===== config.mk =====
export PLATFORM = sky130hd
export DESIGN_NAME = serial_subtractor
export DESIGN_NICKNAME = d
export VERILOG_FILES = /design/src/rtl/serial_subtractor.sv
export SDC_FILE = /design/constraint.sdc
export NUM_CORES = 1
export LEC_CHECK = 0
export CAP_MARGIN = 20
export CORE_MARGIN = 8
export CORE_UTILIZATION = 50
export DETAILED_ROUTE_END_ITERATION = 7
export GPL_TIMING_DRIVEN = 0
export HOLD_SLACK_MARGIN = 0.08
export PLACE_DENSITY = 0.76
export SLEW_MARGIN = 20
export SYNTH_ARGS = -nofsm -noshare
export SYNTH_HDL_FRONTEND = slang
export SYNTH_SLANG_ARGS = --single-unit

===== constraint.sdc =====
create_clock -name clk -period 2.09 [get_ports clk]
set_input_delay 0.627 -clock clk [delete_from_list [all_inputs] [get_ports clk]]
set_output_delay 0.627 -clock clk [all_outputs]
set_load 0.02 [all_outputs]

===== src/rtl/serial_subtractor.sv =====
// serial_subtractor: bit-serial two's-complement subtractor, diff = a - b - bin.
// One bit per clock, LSB first, single registered borrow, start/busy/done handshake.
// Operands are captured on the accepting edge; all outputs are registered.
module serial_subtractor #(
  parameter int WIDTH = 4,
  parameter int CNT_W = $clog2(WIDTH + 1)
) (
  input  logic             clk,
  input  logic             reset,
  input  logic             start,
  input  logic [WIDTH-1:0] a,
  input  logic [WIDTH-1:0] b,
  input  logic             bin,
  output logic             busy,
  output logic             done,
  output logic [WIDTH-1:0] diff,
  output logic             bout,
  output logic             overflow,
  output logic             zero
);

  typedef enum logic [1:0] {
    IDLE  = 2'd0,
    SHIFT = 2'd1,
    DONE  = 2'd2
  } state_t;

  localparam logic [CNT_W-1:0] LAST_CNT = CNT_W'(WIDTH - 1);

  state_t           state_reg;
  logic [WIDTH-1:0] a_sh_reg;
  logic [WIDTH-1:0] b_sh_reg;
  logic [WIDTH-1:0] res_sh_reg;
  logic             br_reg;
  logic [CNT_W-1:0] cnt_reg;
  logic             a_msb_reg;
  logic             b_msb_reg;

  logic             d_bit;
  logic             br_next;
  logic [WIDTH-1:0] res_next;

  // One full-subtractor cell on the current LSBs; result bit enters at the MSB end
  always_comb begin
    d_bit    = a_sh_reg[0] ^ b_sh_reg[0] ^ br_reg;
    br_next  = (~a_sh_reg[0] & b_sh_reg[0]) | (~(a_sh_reg[0] ^ b_sh_reg[0]) & br_reg);
    res_next = {d_bit, res_sh_reg[WIDTH-1:1]};
  end

  // Control FSM plus datapath registers; results are published only when entering DONE
  always_ff @(posedge clk) begin
    if (reset) begin
      state_reg  <= IDLE;
      a_sh_reg   <= '0;
      b_sh_reg   <= '0;
      res_sh_reg <= '0;
      br_reg     <= 1'b0;
      cnt_reg    <= '0;
      a_msb_reg  <= 1'b0;
      b_msb_reg  <= 1'b0;
      busy       <= 1'b0;
      done       <= 1'b0;
      diff       <= '0;
      bout       <= 1'b0;
      overflow   <= 1'b0;
      zero       <= 1'b0;
    end else begin
      case (state_reg)
        IDLE: begin
          done <= 1'b0;
          if (start) begin
            a_sh_reg  <= a;
            b_sh_reg  <= b;
            br_reg    <= bin;
            cnt_reg   <= '0;
            a_msb_reg <= a[WIDTH-1];
            b_msb_reg <= b[WIDTH-1];
            busy      <= 1'b1;
            state_reg <= SHIFT;
          end else begin
            busy <= 1'b0;
          end
        end
        SHIFT: begin
          // start is deliberately ignored here so a running operation is never disturbed
          res_sh_reg <= res_next;
          br_reg     <= br_next;
          a_sh_reg   <= a_sh_reg >> 1;
          b_sh_reg   <= b_sh_reg >> 1;
          cnt_reg    <= cnt_reg + CNT_W'(1);
          if (cnt_reg == LAST_CNT) begin
            busy      <= 1'b0;
            done      <= 1'b1;
            diff      <= res_next;
            bout      <= br_next;
            // Sign rule: operands of opposite sign and a result whose sign differs from a
            overflow  <= (a_msb_reg != b_msb_reg) & (res_next[WIDTH-1] != a_msb_reg);
            zero      <= (res_next == '0);
            state_reg <= DONE;
          end
        end
        DONE: begin
          done <= 1'b0;
          // Back-to-back: a new request is accepted while the done pulse is showing
          if (start) begin
            a_sh_reg  <= a;
            b_sh_reg  <= b;
            br_reg    <= bin;
            cnt_reg   <= '0;
            a_msb_reg <= a[WIDTH-1];
            b_msb_reg <= b[WIDTH-1];
            busy      <= 1'b1;
            state_reg <= SHIFT;
          end else begin
            busy      <= 1'b0;
            state_reg <= IDLE;
          end
        end
        default: begin
          busy      <= 1'b0;
          done      <= 1'b0;
          state_reg <= IDLE;
        end
      endcase
    end
  end

endmodule

---- Yosys cells after proc, flatten, opt, wreduce, memory -nomap -nowiden ----
Index checks and enable logic that the tools add are counted.
storage, ports and cells
  word-level logic and storage cells ...... 56
  bits in registers ....................... 29
  input port bits ......................... 12
  output and inout bits ................... 9
operators by class
  multiplexer cells ....................... 15
  bitwise logic cells ..................... 9
  equality and inequality tests ........... 8
  reductions and logical operators ........ 9
  $add $sub $neg .......................... 1
operators by type and width
  kind                                                 count
  one-hot mux 4 bit (2 select lines)                   2
  2-to-1 mux 4 bit                                     2
  AND reduction 2 bit                                  4
  one-hot mux 2 bit (3 select lines)                   1
  one-hot mux 3 bit (2 select lines)                   1
  logical NOT 4 bit                                    1
  2-to-1 mux 1 bit                                     4
  2-to-1 mux 2 bit                                     2
  != test 2 bit, second input constant                 2
  one-hot mux 1 bit (2 select lines)                   2
  OR reduction 2 bit                                   2
  adder 3 x 1 -> 3 bit, second input constant          1
  bitwise AND 1 bit                                    3
  equality test 3 x 2 -> 1 bit, second input constant  1
  2-to-1 mux 3 bit                                     1
  NOT 1 bit                                            3
  equality test 2 x 1 -> 1 bit, second input constant  1
  equality test 2 bit, second input constant           1
  logical NOT 2 bit                                    1
  != test 1 bit                                        2
  != test 2 x 1 -> 1 bit, second input constant        1
  nonzero test 2 bit                                   1
  bitwise XOR 1 bit                                    2
  OR 1 bit                                             1

---- Logic depth before layout (Yosys ltp) ----
Gate-level depths: netlist of the first run.
  depth in word-level cells ............... 5
  gate-level depth with buffers ........... 6
  depth with buffers taken out ............ 5

---- Worst setup path after synthesis of the first run ----
No wires, ideal clock.
  kind .................................... register to register
  start ................................... reg b_sh_reg[0]
  end ..................................... reg overflow
  stages on the path, launching flop included .. 5
  path buffers ............................ 0
  period minus slack after synthesis ...... 1,561 ps
  library setup time ...................... 88 ps
  data required time ...................... 2,002 ps
  data arrival time ....................... 1,473 ps
  path slack .............................. 529 ps
  path through ............................ dfxtp_1 -> inv_1 -> fa_1 -> or3b_1 -> a311oi_2
between the ends
  longest elaborated chain between the ends .. 4
RTL lines
  element                         line  text
  start: declaration              32    logic [WIDTH-1:0] b_sh_reg;
  start signal: assignment        89    b_sh_reg <= b_sh_reg >> 1;
  bitwise XOR 1 bit (2 in a row)  45    d_bit = a_sh_reg[0] ^ b_sh_reg[0] ^ br_reg;
  net d_bit                       39    logic d_bit;
  != test 1 bit                   97    overflow <= (a_msb_reg != b_msb_reg) & (res_next[WIDTH-1] != a_msb_reg);
  bitwise AND 1 bit               97
  end signal: assignment          97
  end: declaration                18    output logic overflow,
The timed path passes the listed nets, and every way through them passes these cells.
A chain may end at the register's enable or synchronous reset.

---- Final worst setup path of the first run ----
  start ................................... reg overflow
  end ..................................... out overflow
No word-level cell between the ends.

==> flow_summary.toml, run 1 <==
[placed_design]
gp_congestion = 0.726
dp_cells = 179
hpwl_mm = 1.83
io_buffers = 19

[logic_synthesis]
synthArstFlopShare = 0
synth_nets = 145
syn_area_um2 = 1240
synth_warnings = 0
yosysTopAreaCell = "dfxtp_1"
synthTopCellsByArea = "dfxtp_1 45%, a211oi_2 7.1%, a21oi_1 6.5%"
synthFlopType = "dfxtp_1"
synthCells = 130
ys_types = 29
synth-seq-area-share = 0.452
synth-edff-count = 0
synth_top_area_frac = 0.452
ys_ff_latch = 28
postSynthAreaPerCell_um2 = 9.55

[timing]
max_slew_margin = 0.730
setup_viol = 0
max_freq_ghz = 0.512
fin_crit_sh = 0.934
worst_pin_slew_ns = 0.405
whs_ns = 0.465
finClkSkew_ns = 0.0103
finalHoldViolCount = 0
slew_violations = 0
finalCriticalPeriod_ns = 1.95
finalSetupTns_ns = 0
rsz0062_at_grt = "false"

[critical_path]
start_kind = "flop"
worst_path_max_delay_cell = "clkdlybuf4s50_1"
arrival_ns = 1.32
critPathCaptureType = "output port"
crit_chain = "clkdlybuf4s50_1"
cp_num_buf_inv = 1
cp.required_ns = 1.46
crit_type = "flop to output port"
path_max_fanout = 2
crit_start = "overflow"
r2r_start = "b_sh_reg[0]"
critical_path.max_stage_delay_ns = 0.61
crit_family = "buffers and inverters"

[routing]
antenna_left = 0
dr.pass1.iters = 4
via_count = 958
viasPerCell = 5.23
wirelength_mm = 2.49
drt_iter0_drc = 22
drc = 0
routedWlPerCell_um = 13.6

[clock_network]
cts_resized = 0
cts_made_buffers = 3
cts.sinks = 28
insertion_delay_ns = 0.33
cts.path.max_buffers = 2
cts_max_level = 1
cts_tree = "built"
ctsHoldBuffers = 0
cts_setup_buffers = 0
cts_root_buf = "clkbuf_4"
clk_pin_slew_ns = 0.15

[cells_and_area]
areaGrowthSynthToFinish_pct = 22.6
layout_commonest_cell = "dfxtp_1"
final_cells = 183
layout-drive-gt1-share = 0.150
fin_nets = 169
n_antenna_cell = 0
final_cell_mix = "28 x dfxtp_1, 21 x nand2_1, 19 x clkdlybuf4s50_1"
final_util = 0.631

[pwr]
power.leakage_nw = 0.536
vdd_drop_max_v = 0.000646
powerDensity_nw_per_um2 = 737

[status]
outcome = "completed"

[die]
ios = 21
die_area_um2 = 4330
die_w_um = 65.8
initial_core_util = 0.515
die_h_um = 65.8
coreArea_um2 = 2410
rows = 18

[worst_hold_path]
min-delay-start = "diff[3]"
hp-class = "flop to flop"

[global_route]
grt.total_usage = 0.123
overflow = 0
grt_pass1_vias = 956
grt_max_degree = 17
grt_pass1_wl_mm = 4.23
antenna_found_initial = 0

[job]
maxCapViolCount = 0
per-stage QoR:
stage	total power [mW]	worst slack (ns)	area, um2
detailed placement	0.781	0.251	1470
global route	1.17	0.0843	1520
floorplan	0.725	0.529	1240
finish	1.12	0.138	1520
CTS	1.13	0.120	1520
global placement	0.774	0.280	1470
synthesized netlist by cell type (2+ instances only):
library cell / number
dfxtp_1: 28
nand2_1: 21
a21oi_1: 16
nor3_1: 8
a211oi_2: 7
mux2i_1: 7
nor2_1: 5
buf_6: 4
inv_1: 4
nand3_1: 4
buf_2: 3
nand2b_1: 3
nand3b_1: 3
ha_1: 2
where the power goes:
group	switching, mW	internal (mW)	total, mW	leakage (nW)
clock	0.158	0.194	0.352	0.0279
sequential	0.0183	0.562	0.580	0.229
combinational	0.0992	0.0895	0.189	0.279
metal layers:
layer,up-vias,global-route usage,share of wire
li1,491,-,-
met1,448,0.147,0.46
met2,15,0.201,0.49
met3,4,0.0356,0.040
met4,0,0.0490,0.012
met5,-,0,0
final cells by class:
| type | count | area (um2) |
|---|---|---|
| multi-input combinational | 89 | 594 |
| clock buffer | 3 | 22.5 |
| inverter | 4 | 15.0 |
| tap | 30 | 37.5 |
| timing repair buffer | 19 | 190 |
| fill | 204 | 888 |
| buffer | 9 | 71.3 |
| clock inverter | 1 | 30.0 |
| sequential | 28 | 561 |
path summary, 6_finish.rpt:
kind | cells past startpoint | slack, ns | to
setup reg to reg | 4 | 0.34 | overflow
hold reg to reg | 2 | 0.47 | diff[3]
setup / recovery | 1 | 0.14 | overflow
hold / removal | 2 | 0.47 | diff[3]
cell families after synthesis:
family / after synthesis / share of synthesized area
flops: 28 / 0.452
simple gates: 52 / 0.220
buf+inv: 13 / 0.0695
xor+xnor: 1 / 0.00706
compound gates: 26 / 0.159
fa+ha+maj: 3 / 0.0363
mux: 7 / 0.0565
Note: power is estimated with default switching activity, not from simulation.
==> inputs of run 2 (changes only) <==
CTS_CLUSTER_DIAMETER = 60   (was not set)
==> results of run 2 <==
Final layout, timing and power as in run 1 (identical DEF).
